<file path="config.mk">
export PLATFORM = sky130hd
export DESIGN_NAME = fifo_serial_tx
export DESIGN_NICKNAME = d
export VERILOG_FILES = /design/src/rtl/fifo_tx_pkg.sv /design/src/rtl/baud_tick_gen.sv /design/src/rtl/fifo_serial_tx.sv
export SDC_FILE = /design/constraint.sdc
export NUM_CORES = 1
export LEC_CHECK = 0
export BUFFER_PORTS_ARGS = -buffer_cell sky130_fd_sc_hd__buf_4
export CORE_MARGIN = 4
export CORE_UTILIZATION = 30
export CTS_CLUSTER_DIAMETER = 120
export DETAILED_ROUTE_END_ITERATION = 16
export SYNTH_ARGS = -nofsm -noshare
export SYNTH_HDL_FRONTEND = slang
export SYNTH_HIERARCHICAL = 1
export SYNTH_SLANG_ARGS = --single-unit
</file>
<file path="constraint.sdc">
create_clock -name clk -period 6.5 [get_ports clk]
set_input_delay 0.325 -clock clk [delete_from_list [all_inputs] [get_ports clk]]
set_output_delay 0.325 -clock clk [all_outputs]
set_load 0.01 [all_outputs]
</file>
<file path="src/rtl/fifo_tx_pkg.sv">
// Shared types and constants for the FIFO-draining serial transmitter.
package fifo_tx_pkg;

  typedef enum logic [2:0] {
    IDLE   = 3'd0,
    POP    = 3'd1,
    LOAD   = 3'd2,
    START  = 3'd3,
    DATA   = 3'd4,
    PARITY = 3'd5,
    STOP   = 3'd6
  } tx_state_t;

  localparam logic TX_IDLE_LEVEL = 1'b1;

endpackage

</file>
<file path="src/rtl/baud_tick_gen.sv">
// Bit-period timer: counts 0..CLKS_PER_BIT-1 and flags the last cycle of each bit.
module baud_tick_gen #(
  parameter int unsigned CLKS_PER_BIT = 8
) (
  input  logic clk,
  input  logic reset,
  input  logic clear,
  output logic tick
);

  localparam int unsigned CW = (CLKS_PER_BIT > 1) ? $clog2(CLKS_PER_BIT) : 1;
  localparam logic [CW-1:0] LAST = CW'(CLKS_PER_BIT - 1);

  logic [CW-1:0] count;

  // Free-running bit counter, restarted whenever the owner changes state.
  always_ff @(posedge clk) begin
    if (reset || clear) begin
      count <= '0;
    end else if (count == LAST) begin
      count <= '0;
    end else begin
      count <= count + CW'(1);
    end
  end

  assign tick = (count == LAST);

endmodule

</file>
<file path="src/rtl/fifo_serial_tx.sv">
// Drains one FIFO word per frame and shifts it out as start/data/parity/stop on tx.
module fifo_serial_tx
  import fifo_tx_pkg::*;
#(
  parameter int unsigned WIDTH        = 4,
  parameter int unsigned CLKS_PER_BIT = 8,
  parameter int unsigned PARITY_EN    = 1,
  parameter int unsigned STOP_BITS    = 1
) (
  input  logic             clk,
  input  logic             reset,
  input  logic             enable,
  input  logic             empty,
  input  logic [WIDTH-1:0] poppedValue,
  output logic             pop,
  output logic             tx,
  output logic             busy,
  output logic             tx_done
);

  localparam int unsigned BW = $clog2(WIDTH + 1);
  localparam logic [BW-1:0] LAST_DATA = BW'(WIDTH - 1);
  localparam logic [BW-1:0] LAST_STOP = BW'(STOP_BITS - 1);

  tx_state_t        state;
  tx_state_t        state_next;
  logic             tick;
  logic             clear;
  logic [BW-1:0]    bit_cnt;
  logic [BW-1:0]    bit_cnt_next;
  logic [WIDTH-1:0] shift_reg;
  logic [WIDTH-1:0] shift_next;
  logic             par;
  logic             par_next;
  logic             tx_next;

  baud_tick_gen #(
    .CLKS_PER_BIT(CLKS_PER_BIT)
  ) u_baud (
    .clk  (clk),
    .reset(reset),
    .clear(clear),
    .tick (tick)
  );

  // State register.
  always_ff @(posedge clk) begin
    if (reset) begin
      state <= IDLE;
    end else begin
      state <= state_next;
    end
  end

  // Next-state, datapath next values and Moore/Mealy outputs.
  always_comb begin
    state_next   = state;
    bit_cnt_next = bit_cnt;
    shift_next   = shift_reg;
    par_next     = par;
    pop          = 1'b0;
    tx_done      = 1'b0;
    case (state)
      IDLE: begin
        if (enable && !empty) state_next = POP;
      end
      POP: begin
        pop        = 1'b1;
        state_next = LOAD;
      end
      LOAD: begin
        shift_next = poppedValue;
        par_next   = ^poppedValue;
        state_next = START;
      end
      START: begin
        if (tick) state_next = DATA;
      end
      DATA: begin
        if (tick) begin
          shift_next = shift_reg >> 1;
          if (bit_cnt == LAST_DATA) begin
            state_next = (PARITY_EN != 0) ? PARITY : STOP;
          end else begin
            bit_cnt_next = bit_cnt + BW'(1);
          end
        end
      end
      PARITY: begin
        if (tick) state_next = STOP;
      end
      STOP: begin
        if (tick) begin
          if (bit_cnt == LAST_STOP) begin
            tx_done    = 1'b1;
            state_next = (enable && !empty) ? POP : IDLE;
          end else begin
            bit_cnt_next = bit_cnt + BW'(1);
          end
        end
      end
      default: begin
        state_next = IDLE;
      end
    endcase

    // Bit and baud counters both restart on every state change.
    clear = (state_next != state);
    if (clear) bit_cnt_next = '0;

    // tx is registered from the upcoming state so the line never glitches.
    case (state_next)
      START:   tx_next = 1'b0;
      DATA:    tx_next = shift_next[0];
      PARITY:  tx_next = par_next;
      default: tx_next = TX_IDLE_LEVEL;
    endcase
  end

  // Datapath and line registers.
  always_ff @(posedge clk) begin
    if (reset) begin
      bit_cnt   <= '0;
      shift_reg <= '0;
      par       <= 1'b0;
      tx        <= TX_IDLE_LEVEL;
    end else begin
      bit_cnt   <= bit_cnt_next;
      shift_reg <= shift_next;
      par       <= par_next;
      tx        <= tx_next;
    end
  end

  assign busy = (state != IDLE);

endmodule

</file>
==> qor.csv, run 1 <==
metric;value;unit
cts hold-fix bufs;0;
# nets final;122;
final setup skew;4.35;ps
final count of negative-setup-slack endpoints;0;
filler-free cell count of the finished design;139;
post-route DRC violation count;0;
warnings from Yosys;6;
Top-Level Pins;12;
effective utilization at floorplan;31.2;%
Hold Crit Start;poppedValue[3];
aggregate global-route resource usage;9.30;%
dominant cell type by area after synthesis;dfxtp_1;
DRT iter0 DRCs;8;
post-route total power;182;uW
highest fanout seen on the critical path;13;
combined area of the multi-input logic cells;503;sq um
DR vias;697;
top cell types by occurrence after synthesis;dfxtp_1 (15), nor2_1 (11), a21oi_1 (6), o21ai_0 (6);
met2 layer usage reported by global route;15.4;%
share of the yosys chip area belonging to registers;35.2;%
area share of the largest cell type after synthesis;35.2;%
Worst-Skew Late Latency;280;ps
dominant cell by count in the synthesized netlist;dfxtp_1;
Die Width;61.3;microns
final cycle utilization of the critical path;36.8;%
number of standard-cell rows in the floorplan;19;
gr ovfl total;0;
vias per cell;5.01;
layout cells sized above 1;17.6;%
clock tree from TritonCTS;yes;
power density normalized to cell area;188;nW/um^2
Pre-Repair DR Iteration Count;4;
number of cells upsized or downsized after cts;0;
post-CTS setup buffer count;0;
worst min-delay path category;input port to register;
Floorplan Core Area;2730;sq um
Max-Slew Margin vs Limit;70.4;%
met1 Use GR;12.1;%
Fmax;0.419;GHz
Die H;61.3;microns
number of hold violations in the final report;0;
number of nets in the synthesized netlist;111;
pin count of the biggest net entering global routing;17;
cell area reported after detailed placement;943;sq um
initial antenna violation count;0;
EDFF count, synth;0;
Synth async-reset ratio;0;%
worst setup path class;register to register;
routed wire length;1590;microns
CTS Root Cell;clkbuf_4;
Longest Clk Path Bufs;2;
final-layout fill cell count;285;
Final Critical Period;2390;ps
global routing met3 resource utilization;1.26;%
Synth Register Bits;15;
DPL Wire Length;1240;microns
Sequential Area;300;sq um
worst setup path startpoint;u_baud/count[0];
synth unique cells;33;
start of the worst register-to-register path;u_baud/count[0];
Total Die Area;3760;sq um
vias in the first global route;633;
predominant post-synthesis flop cell;dfxtp_1;
worst-case vdd ir drop;0.0918;mV
signed area change from the synthesized netlist to the final layout;13.8;%
count of antenna diodes in the layout;0;
synthesized netlist cell count;98;
design area;970;sq um
number of antenna-violating nets in the routed design;0;
number of flip-flops in the largest register;4;
wire length of the first global-routing pass;2660;microns
ranking of synthesized cells by area;dfxtp_1 (35%), ha_1 (7.3%), xnor2_1 (5.1%);
kind of launch point of the worst setup path;register;
leakage power of the design;0.000368;uW
number of levels in the clock H-tree;1;
category of the worst setup path capture point;register;
CP arrival;2560;ps
drt wl/cell;11.4;microns
synthesized cell area;852;sq um
number of placed cells counting well taps;135;
number of clock buffers inserted by TritonCTS;3;
average cell area after synthesis;8.69;sq um
Worst Tran Pin Value;440;ps
outcome;completed;
number of sinks on the clock net;15;
Final Slew Violations;0;
unrepaired setup endpoints after global routing;no;
maxcap violations;0;
Req. time, crit path;6670;ps
Port Buf Inserts;11;
summed negative setup slack over all endpoints;0;ps
most used routing layer in global routing;met2;
gpl congestion;0.802;
CTS clk-pin slew, worst paths;90;ps
[area by class of cell]
cell class | instances | area share, %
Inverter | 5 | 1.94
Clock buffer | 4 | 2.71
Sequential cell | 15 | 31.0
Timing Repair Buffer | 11 | 8.52
Tap cell | 31 | 4.00
Multi-Input combinational cell | 73 | 51.9
[power by group]
part	leakage, uW	total, uW	internal [uW]	switching (uW)
logic	0.000231	28.9	15.0	13.9
registers	0.000122	99.9	96.2	3.72
clock network	0.0000150	53.2	23.8	29.4
[metrics by stage]
| stage | hold WS (ps) | utilization [%] | setup slack [ps] |
|---|---|---|---|
| 2_1_floorplan | 397 | - | 4390 |
| 3_3_place_gp | 407 | 34.5 | 4280 |
| 3_5_place_dp | 412 | 34.5 | 4110 |
| 4_1_cts | 310 | 35.5 | 4090 |
| 5_1_grt | 323 | 35.5 | 3850 |
| 6_report | 312 | 35.5 | 4110 |
[worst paths after layout]
kind / slack, ps / depth (start not counted) / to
min: 310 / 3 / shift_reg[3]
min reg2reg: 430 / 1 / u_baud/count[0]
max reg2reg: 4110 / 8 / u_baud/count[2]
max: 4110 / 8 / u_baud/count[2]
[placed cells by master, fill, tap and decap left out, drive strengths merged, types with 2 or more instances in the layout]
master,Yosys,layout
nor2,11,11
and2,2,2
ha,5,5
nor3,2,2
nor4,4,4
nor4b,2,2
nand2,5,5
xnor2,5,5
clkbuf,1,4
nand3b,3,3
dfxtp,15,15
inv,5,5
a211oi,2,2
nor2b,3,3
mux2i,2,2
buf,4,11
o21ai,6,6
a21oi,6,6
a22oi,3,3
[cell families (layout without fill, tap and decap cells)]
| kind of cell | count (synthesis) | in the layout | share of synthesized area (%) |
|---|---|---|---|
| buffers and inverters | 10 | 20 | 5.73 |
| xor gates and xnor gates | 5 | 5 | 5.14 |
| DFF | 15 | 15 | 35.2 |
| and+or+nand+nor | 40 | 40 | 26.7 |
| adders and majority gates | 5 | 5 | 7.34 |
| AOI/OAI and AO/OA | 20 | 20 | 16.2 |
| muxes | 3 | 3 | 3.67 |
[critical path: stages (launching register included)]
cell	delay, ps
dfxtp_1	340
ha_1	150
ha_1	400
nand3b_1	180
nor3_1	330
a211oi_4	90
xnor2_1	190
or2_1	290
nor4b_1	320
[routing by layer]
| layer | up-vias | share of wire, % | routed length, microns |
|---|---|---|---|
| met3 | 2 | 3.2 | 50 |
| met5 | - | 0 | 0 |
| met4 | 0 | 1.3 | 21 |
| met2 | 10 | 47 | 741 |
| met1 | 319 | 49 | 773 |
| li1 | 366 | - | - |
Power figures use the tool's default switching activity.
==> run 2: changes to the inputs <==
==> constraint.sdc (replaced) <==
create_clock -name clk -period 2.05 [get_ports clk]
set_input_delay 0.1025 -clock clk [delete_from_list [all_inputs] [get_ports clk]]
set_output_delay 0.1025 -clock clk [all_outputs]
set_load 0.01 [all_outputs]
==> qor.csv, run 2 (synthesis results as in run 1) <==
metric;value;unit;change
most common cell after layout, fill and taps aside;buf_4;;
slowest stage delay, CP;340;ps;-60 ps
leakage power of the design;0.000423;uW;+15%
part of the power in combinational logic;19.8;%;+3.9 points
number of flip-flops in the largest register;4;;unchanged
Worst-Skew Late Latency;280;ps;about the same
effective utilization at floorplan;31.2;%;unchanged
crit path to;u_baud/count[2];;
worst-case vdd ir drop;0.465;mV;+410%
Top-Level Pins;12;;unchanged
CP arrival;2110;ps;-450 ps
kind of launch point of the worst setup path;register;;
crit path max-delay cell type;dfxtp_2;;
Worst Tran Pin Value;393;ps;-46.8 ps
wire length of the first global-routing pass;2920;microns;+9.9%
routed wire length;1700;microns;+7.1%
count of antenna diodes in the layout;0;;unchanged
Final Critical Period;1900;ps;-491 ps
worst setup path startpoint;bit_cnt[0];;
Die Width;61.3;microns;unchanged
final-layout fill cell count;273;;-4.2%
met1 Use GR;12.7;%;+0.57 points
CTS Root Cell;clkbuf_4;;
most used cells in the layout excluding fill and tap cells;buf_4 (21), dfxtp_1 (13), nor2_1 (11);;
number of sinks on the clock net;15;;unchanged
net switching power;157;uW;+230%
Max-Slew Margin vs Limit;73.7;%;+3.3 points
logic depth of the worst register-to-register path;8;;unchanged
gr ovfl total;0;;unchanged
final setup skew;12.4;ps;+8.09 ps
number of standard-cell rows in the floorplan;19;;unchanged
cts hold-fix bufs;0;;unchanged
DR vias;761;;+9.2%
part of the total power dissipated in the clock network;27.6;%;-1.6 points
switching portion of total power;26.0;%;+0.16 points
Hold Crit Start;poppedValue[3];;
number of clock buffers inserted by TritonCTS;3;;unchanged
CTS clk-pin slew, worst paths;90;ps;about the same
Die H;61.3;microns;unchanged
Longest Clk Path Bufs;2;;unchanged
number of levels in the clock H-tree;1;;unchanged
drt wl/cell;11.4;microns;about the same
global routing met3 resource utilization;4.82;%;+3.6 points
layout cells sized above 1;34.7;%;+17 points
number of hold violations in the final report;0;;unchanged
pin count of the biggest net entering global routing;17;;unchanged
vias per cell;5.11;;+1.9%
capture point of the worst reg-to-reg path;u_baud/count[2];;
worst min-delay path category;input port to register;;
outcome;completed;;
Total Die Area;3760;sq um;unchanged
maxcap violations;0;;unchanged
Most Frequent Cell on Critical Path;ha_2;;
Floorplan Core Area;2730;sq um;unchanged
aggregate global-route resource usage;10.5;%;+1.2 points
part of the power in registers;52.6;%;-2.3 points
met2 layer usage reported by global route;16.2;%;+0.76 points
vias in the first global route;709;;+12%
number of placed cells counting well taps;145;;+7.4%
DRT iter0 DRCs;26;;+18
initial antenna violation count;0;;unchanged
Req. time, crit path;2260;ps;-4410 ps
Fmax;0.527;GHz;+26%
DPL Wire Length;1340;microns;+8.0%
most used routing layer in global routing;met2;;
final count of negative-setup-slack endpoints;0;;unchanged
cell-by-cell trace of the critical path;ha_2 -> ha_2 -> a211oi_2 -> nor3_2 -> a211oi_4 -> xnor2_2 -> or2_4 -> nor4b_2;;
post-CTS setup buffer count;0;;unchanged
start of the worst register-to-register path;bit_cnt[0];;
Port Buf Inserts;11;;unchanged
Final Slew Violations;0;;unchanged
post-route DRC violation count;0;;unchanged
highest fanout seen on the critical path;3;;-10
gpl congestion;0.796;;-0.70%
final cycle utilization of the critical path;92.6;%;+56 points
worst setup path class;register to register;;
signed area change from the synthesized netlist to the final layout;30.4;%;
worst hold margin;91.4;ps;-221 ps
category of the worst setup path capture point;register;;
filler-free cell count of the finished design;149;;+7.2%
# nets final;132;;+8.2%
summed negative setup slack over all endpoints;0;ps;unchanged
clock tree from TritonCTS;yes;;
final design utilization;40.6;%;+5.2 points
number of antenna-violating nets in the routed design;0;;unchanged
Pre-Repair DR Iteration Count;4;;unchanged
r2r setup slk;150;ps;-3960 ps
Int Pwr;446;uW;+230%
power density normalized to cell area;543;nW/um^2;+190%
[run 2: worst max-delay path: cells and delay by family, from the launching register on]
| kind | cells | cell delay (ps) |
|---|---|---|
| and+or+nand+nor | 3 | 540 |
| AOI/OAI and AO/OA | 2 | 510 |
| adders and majority gates | 2 | 350 |
| DFF | 1 | 340 |
| xor gates and xnor gates | 1 | 90 |
[run 2: area by class of cell]
class	count	area, sq um	share of cell area (%)
clock buffer	4	26.3	2.36
inverter	5	18.8	1.69
multi-input combinational	73	567	51.0
sequential	15	303	27.3
tap	31	38.8	3.49
timing repair buffer	21	158	14.2
[run 2: how the worst min path moves through the flow]
stage / cells after the start / slack [ps] / to
detailed placement: 3 / 380 / shift_reg[3]
global route: 3 / 100 / shift_reg[3]
CTS: 3 / 90 / shift_reg[3]
floorplan: 1 / 170 / u_baud/count[0]
global placement: 3 / 380 / shift_reg[3]
finish: 3 / 90 / shift_reg[3]
[run 2: repair_timing]
action                     in CTS  in global routing
setup endpoints to repair       2                  3
pin swaps                       0                  8
resized for setup               0                  7
[run 2: through the flow]
stage | worst slack, ps | total power (uW) | instance area, sq um
2_1_floorplan | 0.449 | 395 | 897
3_3_place_gp | 33.1 | 434 | 1060
4_1_cts | -31.2 | 606 | 1080
3_5_place_dp | -12.0 | 436 | 1060
6_report | 151 | 603 | 1110
5_1_grt | -27.6 | 647 | 1110
[run 2: routing by layer]
metal	routed length [microns]	part of all wire (%)
met1	766	45
met2	824	48
met3	93	5.5
met4	14	0.82
met5	0	0
[run 2: power groups by stage]
| stage | clock network [uW] | registers, uW | logic [uW] |
|---|---|---|---|
| after floorplan | 0 | 320 | 74.5 |
| after global placement | 0 | 324 | 110 |
| after detailed placement | 0 | 324 | 112 |
| after CTS | 175 | 317 | 113 |
| after global routing | 195 | 319 | 133 |
| final | 167 | 317 | 119 |
